$ cat src/rtl/vin_signal_filter.sv
// Input conditioner for freq_counter: synchronises SIGNAL_IN, rejects pulses
// shorter than FILTER_CYCLES clocks, and reports edges and rejected glitches.
module vin_signal_filter #(
  parameter int SYNC_STAGES   = 2,
  parameter int FILTER_CYCLES = 8,
  parameter int GLITCH_W      = 16
) (
  input  logic                clk,
  input  logic                reset,
  input  logic                SIGNAL_IN,
  input  logic                clear_glitches,
  output logic                SIGNAL,
  output logic                RISE,
  output logic                FALL,
  output logic [GLITCH_W-1:0] glitches
);

  localparam int CNT_W = $clog2(FILTER_CYCLES + 1);
  localparam logic [CNT_W-1:0] CNT_LAST = CNT_W'(FILTER_CYCLES - 1);

  typedef enum logic [1:0] {
    ST_LOW  = 2'd0,
    ST_QH   = 2'd1,
    ST_HIGH = 2'd2,
    ST_QL   = 2'd3
  } state_t;

  logic [SYNC_STAGES-1:0] syncQ;
  logic                   syncOut;
  state_t                 stateQ, stateD;
  logic [CNT_W-1:0]       cntQ, cntD;
  logic                   signalQ, signalD;
  logic                   riseQ, riseD;
  logic                   fallQ, fallD;
  logic [GLITCH_W-1:0]    glitchQ, glitchD;
  logic                   glitchInc;

  // Plain shift chain; the last flop is the only one the filter looks at.
  always_ff @(posedge clk) begin
    if (reset) syncQ <= '0;
    else       syncQ <= {syncQ[SYNC_STAGES-2:0], SIGNAL_IN};
  end

  assign syncOut = syncQ[SYNC_STAGES-1];

  always_ff @(posedge clk) begin
    if (reset) begin
      stateQ  <= ST_LOW;
      cntQ    <= '0;
      signalQ <= 1'b0;
      riseQ   <= 1'b0;
      fallQ   <= 1'b0;
      glitchQ <= '0;
    end else begin
      stateQ  <= stateD;
      cntQ    <= cntD;
      signalQ <= signalD;
      riseQ   <= riseD;
      fallQ   <= fallD;
      glitchQ <= glitchD;
    end
  end

  // A new level is accepted only after FILTER_CYCLES equal samples in a row.
  always_comb begin
    stateD    = stateQ;
    cntD      = cntQ;
    signalD   = signalQ;
    riseD     = 1'b0;
    fallD     = 1'b0;
    glitchInc = 1'b0;
    case (stateQ)
      ST_LOW: begin
        if (syncOut) begin
          if (FILTER_CYCLES == 1) begin
            stateD  = ST_HIGH;
            signalD = 1'b1;
            riseD   = 1'b1;
          end else begin
            stateD = ST_QH;
            cntD   = CNT_W'(1);
          end
        end
      end
      ST_QH: begin
        if (!syncOut) begin
          stateD    = ST_LOW;
          glitchInc = 1'b1;
        end else if (cntQ == CNT_LAST) begin
          stateD  = ST_HIGH;
          signalD = 1'b1;
          riseD   = 1'b1;
        end else begin
          cntD = cntQ + CNT_W'(1);
        end
      end
      ST_HIGH: begin
        if (!syncOut) begin
          if (FILTER_CYCLES == 1) begin
            stateD  = ST_LOW;
            signalD = 1'b0;
            fallD   = 1'b1;
          end else begin
            stateD = ST_QL;
            cntD   = CNT_W'(1);
          end
        end
      end
      ST_QL: begin
        if (syncOut) begin
          stateD    = ST_HIGH;
          glitchInc = 1'b1;
        end else if (cntQ == CNT_LAST) begin
          stateD  = ST_LOW;
          signalD = 1'b0;
          fallD   = 1'b1;
        end else begin
          cntD = cntQ + CNT_W'(1);
        end
      end
      default: stateD = ST_LOW;
    endcase
  end

  // Clear wins over a same-cycle abort; the count sticks at all-ones.
  always_comb begin
    glitchD = glitchQ;
    if (clear_glitches)                   glitchD = '0;
    else if (glitchInc && (glitchQ != '1)) glitchD = glitchQ + GLITCH_W'(1);
  end

  assign SIGNAL   = signalQ;
  assign RISE     = riseQ;
  assign FALL     = fallQ;
  assign glitches = glitchQ;

endmodule

$ cat config.mk
export PLATFORM = sky130hd
export DESIGN_NAME = vin_signal_filter
export DESIGN_NICKNAME = d
export VERILOG_FILES = /design/src/rtl/vin_signal_filter.sv
export SDC_FILE = /design/constraint.sdc
export NUM_CORES = 1
export LEC_CHECK = 0
export BUFFER_PORTS_ARGS = -buffer_cell sky130_fd_sc_hd__buf_2
export CELL_PAD_IN_SITES_DETAIL_PLACEMENT = 0
export CELL_PAD_IN_SITES_GLOBAL_PLACEMENT = 1
export CORE_UTILIZATION = 39
export CTS_BUF_LIST = sky130_fd_sc_hd__clkbuf_4
export DETAILED_ROUTE_END_ITERATION = 8
export GPL_ROUTABILITY_DRIVEN = 0
export HOLD_SLACK_MARGIN = 0.1
export MAX_ROUTING_LAYER = met4
export PLACE_DENSITY = 0.87
export RECOVER_POWER = 100
export SKIP_CTS_REPAIR_TIMING = 1
export SYNTH_ARGS = -nofsm -noshare
export SYNTH_HDL_FRONTEND = slang
export SYNTH_SLANG_ARGS = --single-unit
$ cat constraint.sdc
create_clock -name clk -period 1.7 [get_ports clk]
set_input_delay 0.51 -clock clk [delete_from_list [all_inputs] [get_ports clk]]
set_output_delay 0.51 -clock clk [all_outputs]
set_load 0.005 [all_outputs]
==> results of run 1 <==
[cell families (layout without fill, tap and decap cells)]
group                    Yosys count  after routing  synth area share
AO/OA/AOI/OAI                     39             39             0.191
adder cells (fa/ha/maj)            2              2            0.0189
AND/OR/NAND/NOR                   65             65             0.307
multiplexers                       2              2            0.0151
flip-flops                        27             27             0.408
buffers and inverters             10             47            0.0349
XOR/XNOR                           3              3            0.0255
[stage by stage]
step | total power, mW | hold slack [ns]
global placement | 0.709 | 0.430
finish | 0.985 | 0.369
global route | 1.03 | 0.380
detailed placement | 0.711 | 0.446
CTS | 0.999 | 0.356
floorplan | 0.689 | 0.414
[state kept, by name, summed over array words and instances, names as in the netlist, named ones only]
name      cells
stateQ        1
FALL          1
cntQ          4
glitches     16
RISE          1
syncQ         2
SIGNAL        1
[worst max-delay path by stage]
stage                startpoint           end  slack (ns)
floorplan             flip-flop  glitches[15]        0.06
global placement    glitches[3]  glitches[12]         0.1
detailed placement  glitches[8]  glitches[15]        0.02
CTS                 glitches[3]  glitches[14]       -0.03
global route          flip-flop  glitches[13]       -0.10
finish                flip-flop  glitches[13]       0.009
[placed cells by master (no fill, tap or decap), types with 2 or more instances in the layout]
| cell | netlist | routed |
|---|---|---|
| or4_1 | 6 | 6 |
| a31oi_1 | 2 | 2 |
| o21bai_1 | 2 | 2 |
| nand4_2 | 2 | 2 |
| nand3_1 | 10 | 9 |
| buf_4 | 0 | 16 |
| a311o_1 | 2 | 2 |
| xor2_1 | 2 | 2 |
| a21oi_1 | 15 | 15 |
| o21ai_0 | 5 | 5 |
| inv_1 | 3 | 3 |
| and4_1 | 4 | 4 |
| o41ai_1 | 3 | 2 |
| nor2_1 | 7 | 7 |
| o31ai_1 | 6 | 6 |
| dfxtp_2 | 0 | 9 |
| nand2_1 | 9 | 8 |
| or3_1 | 2 | 2 |
| dfxtp_1 | 27 | 18 |
| clkbuf_4 | 0 | 3 |
| nor3_1 | 4 | 4 |
| nor2b_1 | 2 | 2 |
| clkbuf_1 | 5 | 5 |
| nand4b_1 | 2 | 2 |
| mux2i_1 | 2 | 2 |
| nand4_1 | 5 | 5 |
| and2_1 | 3 | 3 |
| nor4_1 | 2 | 2 |
| or2_2 | 2 | 2 |
| buf_2 | 1 | 18 |
[layout make-up]
cell class / instances / area [sq um]
fill: 300 / 1430
multi-input combinational: 111 / 807
sequential: 27 / 552
timing repair buffer: 40 / 240
tap: 44 / 55.1
clock buffer: 3 / 22.5
inverter: 3 / 11.3
clock inverter: 1 / 7.51
[routing by layer]
layer	wire length [um]	vias up	GRT usage
met5	0	-	-
met3	114	7	0.0519
met1	1400	612	0.226
met4	61	0	0.0963
met2	1500	25	0.342
li1	-	653	-
[power breakdown]
group	switching [mW]	internal (mW)
Combinational	0.0311	0.0211
Sequential	0.00654	0.640
Clock	0.195	0.0903
Total	0.233	0.752
==> results.tsv, run 1 <==
metric	value	unit
reg2reg_depth	4	
area_growth_syn_to_layout	28.0	%
synth_cell_types	36	
maxCapViolations	0	
insertion_delay	0.33	ns
die_w	60.3	um
power_density	581	nW/um^2
grt_pass1_vias	1228	
worstMarginPinSlew	0.451	ns
synth_area	1330	sq um
start_util	0.424	
synth-edff-count	0	
avgRoutedWirePerCell	13.4	um
synth_top_cell_area_share	0.408	
critPathKind	reg2reg	
fin_skew	0.00512	ns
final_util	0.542	
fin_ws	0.00871	ns
syn_avg_cell_area	8.95	sq um
critPathLaunchType	flip-flop	
ys_seq_area_frac	0.408	
crit_cells	4	
outcome	finished, final reports clean	
min_delay_path_depth	2	
hold_violations	0	
finalNetCount	192	
fp.dieH	60.3	um
critPathTopFamily	simple AND/OR/NAND/NOR gates	
fin_crit	1.69	ns
cts_buffer_depth	2	
whs_endpoint	syncQ[0]	
grt_overflow	0	
placed_cell_area	1590	sq um
finalWirelength	3080	um
synth_top_area_cell	dfxtp_1	
fmax	591	MHz
dp_hpwl	2320	um
yosysMostFrequentCell	dfxtp_1	
synth_flop_cell	dfxtp_1	
r2r_slack	0.009	ns
grt_usage	0.205	
drtIter0Drc	68	
design_area	1700	sq um
post-place-ws	0.0238	ns
worstHoldStart	SIGNAL_IN	
ios	23	
leakage	0.619	nW
ant_nets	0	
core_area	3130	sq um
grt_max_degree	17	
via_count	1297	
firstDrtPassIters	4	
clkTransAtPathRegs	0.15	ns
slew_violations	0	
critPathMaxStageDelay	0.60	ns
cts_made_buffers	3	
finalSetupViolCount	0	
post_route_cells_drive_above_1_share	0.335	
tritoncts	yes	
period_share	0.995	
synth.area.top_cells	dfxtp_1 (41%), a21oi_1 (5.7%), nand3_1 (3.8%)	
rsz0062_at_grt	true	
crit_fanout	5	
io_buffers	22	
crit_required	1.93	ns
worstPathArrival	1.92	ns
syn_inst	148	
crit_slowest_cell	or4_4	
fin_setup_tns	0	ns
grt_pass1_wl	5330	um
dieArea	3630	sq um
synth_commonest_cells	dfxtp_1 (27), a21oi_1 (15), nand3_1 (10), nand2_1 (9), nor2_1 (7)	
syn_nets	154	
n_antenna_cell	0	
clkSinkCount	27	
via_per_inst	5.66	
slew_headroom	0.698	
critical_path.endpoint_type	flip-flop	
root_buffer	clkbuf_4	
path_buf_inv	1	
reg2reg_to	glitches[13]	
ys_ff_latch	27	
htreeDepth	1	
ys.warnings.count	0	
irDropWorstVdd	0.383	mV
timing.critical_path.cells	xor2_1 -> or4_4 -> buf_4 -> o41ai_1	
grt_antenna_before_repair	0	
num_rows	20	
ys_async_sr_fraction	0	
final_cells	229	
post-place-cells	224	
hold_class	in2reg	
drc	0	
(Power assumes the default switching activity.)
==> inputs of run 2 (changes only) <==
Settings changed: MAX_ROUTING_LAYER met4 to default.
==> results.tsv, run 2 (synthesis results as in run 1) <==
metric	value	unit	change
outcome	finished with violations		
violations	negative setup slack		
finalWirelength	3110	um	+1.1%
drc	0		unchanged
firstDrtPassIters	4		unchanged
clkSinkCount	27		unchanged
crit_required	1.94	ns	about the same
grt_max_degree	17		unchanged
tritoncts	yes		
rsz0062_at_grt	true		
n_antenna_cell	0		unchanged
core_area	3130	sq um	unchanged
leakage	0.629	nW	+1.5%
timing.critical_path.cells	xor2_2 -> or4_4 -> buf_4 -> o41ai_1		
worstMarginPinSlew	0.443	ns	-0.00870 ns
area_growth_syn_to_layout	30.4	%	
period_share	1.00		+0.00667
grt_pass1_wl	5320	um	-0.13%
power_density	571	nW/um^2	-1.7%
via_per_inst	5.65		-0.18%
insertion_delay	0.33	ns	about the same
dieArea	3630	sq um	unchanged
slew_headroom	0.704		+0.00582
p_total	986	uW	+0.17%
r2r_slack	-0.003	ns	about the same
n_fill_cell	294		-2.0%
final_util	0.552		+0.0104
finalSetupViolCount	1		+1
dr_wl_met3	100	um	-12%
grt_usage	0.199		-0.00627
fp.dieH	60.3	um	unchanged
topRoutingLayerUsed	met4		
io_buffers	22		unchanged
post_route_cells_drive_above_1_share	0.353		+0.0178
htreeDepth	1		unchanged
wl_met1	1450	um	+3.7%
root_buffer	clkbuf_4		
crit_slowest_cell	or4_4		
clkTransAtPathRegs	0.15	ns	about the same
grt_antenna_before_repair	0		unchanged
critPathMaxStageDelay	0.60	ns	about the same
ant_nets	0		unchanged
hold_violations	0		unchanged
num_rows	20		unchanged
worstPathArrival	1.94	ns	+0.02 ns
fin_skew	0.00338	ns	-0.00173 ns
largest_register_ffs	16		unchanged
fin_crit	1.70	ns	+0.0113 ns
fin_ws	-0.00263	ns	-0.0113 ns
dp_hpwl	2320	um	unchanged
worstHoldStart	SIGNAL_IN		
regArea	554	sq um	+0.45%
multiInputGateArea	822	sq um	+1.9%
die_w	60.3	um	unchanged
critPathKind	reg2reg		
crit_fanout	5		unchanged
cts_made_buffers	3		unchanged
avgRoutedWirePerCell	13.5	um	+0.20%
ios	23		unchanged
irDropWorstVdd	0.383	mV	about the same
drtIter0Drc	61		-10%
hold_class	in2reg		
critical_path.endpoint_type	flip-flop		
cts_buffer_depth	2		unchanged
grt_overflow	0		unchanged
finalNetCount	194		+1.0%
fmax	587	MHz	-0.67%
final_cell_mix	dfxtp_1 (18), buf_2 (18), buf_4 (18), a21oi_1 (15), nand3_1 (9)		
maxCapViolations	0		unchanged
grt_pass1_vias	1231		+0.24%
wl_met2	1520	um	+0.86%
slew_violations	0		unchanged
start_util	0.424		unchanged
via_count	1306		+0.69%
critPathLaunchType	flip-flop		
[run 2: changes by cell type in the layout (fill, tap and decap cells not counted), sizes merged]
cell,previous run,this run
buf,35,37
[run 2: worst max-delay path, delay by kind of cell, from the launching register on]
kind | cells | cell delay [ns]
AOI/OAI and AO/OA | 1 | 0.25
buffers and inverters | 1 | 0.17
xor gates and xnor gates | 1 | 0.19
and+or+nand+nor | 1 | 0.60
DFF | 1 | 0.40
[run 2: final timing paths]
| kind | to | cells after the start |
|---|---|---|
| worst max-delay path | glitches[13] | 4 |
| worst min-delay path | syncQ[0] | 2 |
| worst max register to register | glitches[13] | 4 |
| worst min register to register | syncQ[1] | 1 |
[run 2: report_power, final]
part           internal (mW)  leakage, nW  switching (mW)
clock network         0.0903       0.0139           0.196
registers              0.639        0.223         0.00686
logic                 0.0225        0.392          0.0320
total                  0.752        0.629           0.235
[run 2: layout make-up]
class,instances,share of cell area
sequential,27,0.321
multi-input combinational,111,0.476
inverter,3,0.00652
clock inverter,1,0.00434
tap,44,0.0319
timing repair buffer,42,0.148
clock buffer,3,0.0130
[run 2: routing by layer]
metal | track usage | vias to the layer above
li1 | - | 654
met1 | 0.224 | 622
met5 | 0 | -
met2 | 0.344 | 25
met4 | 0.0963 | 0
met3 | 0.0519 | 5
[run 2: stage by stage]
stage                     area (sq um)  setup slack (ns)  std cells  TNS (ns)  hold slack (ns)
after floorplan                   1330            0.0642        148         0            0.414
after global placement            1590            0.0953        224         0            0.430
after detailed placement          1590            0.0238        224         0            0.446
after CTS                         1620           -0.0299        228   -0.0546            0.356
after global routing              1730            -0.101        231    -0.135            0.381
final                             1730          -0.00263        231  -0.00263            0.370
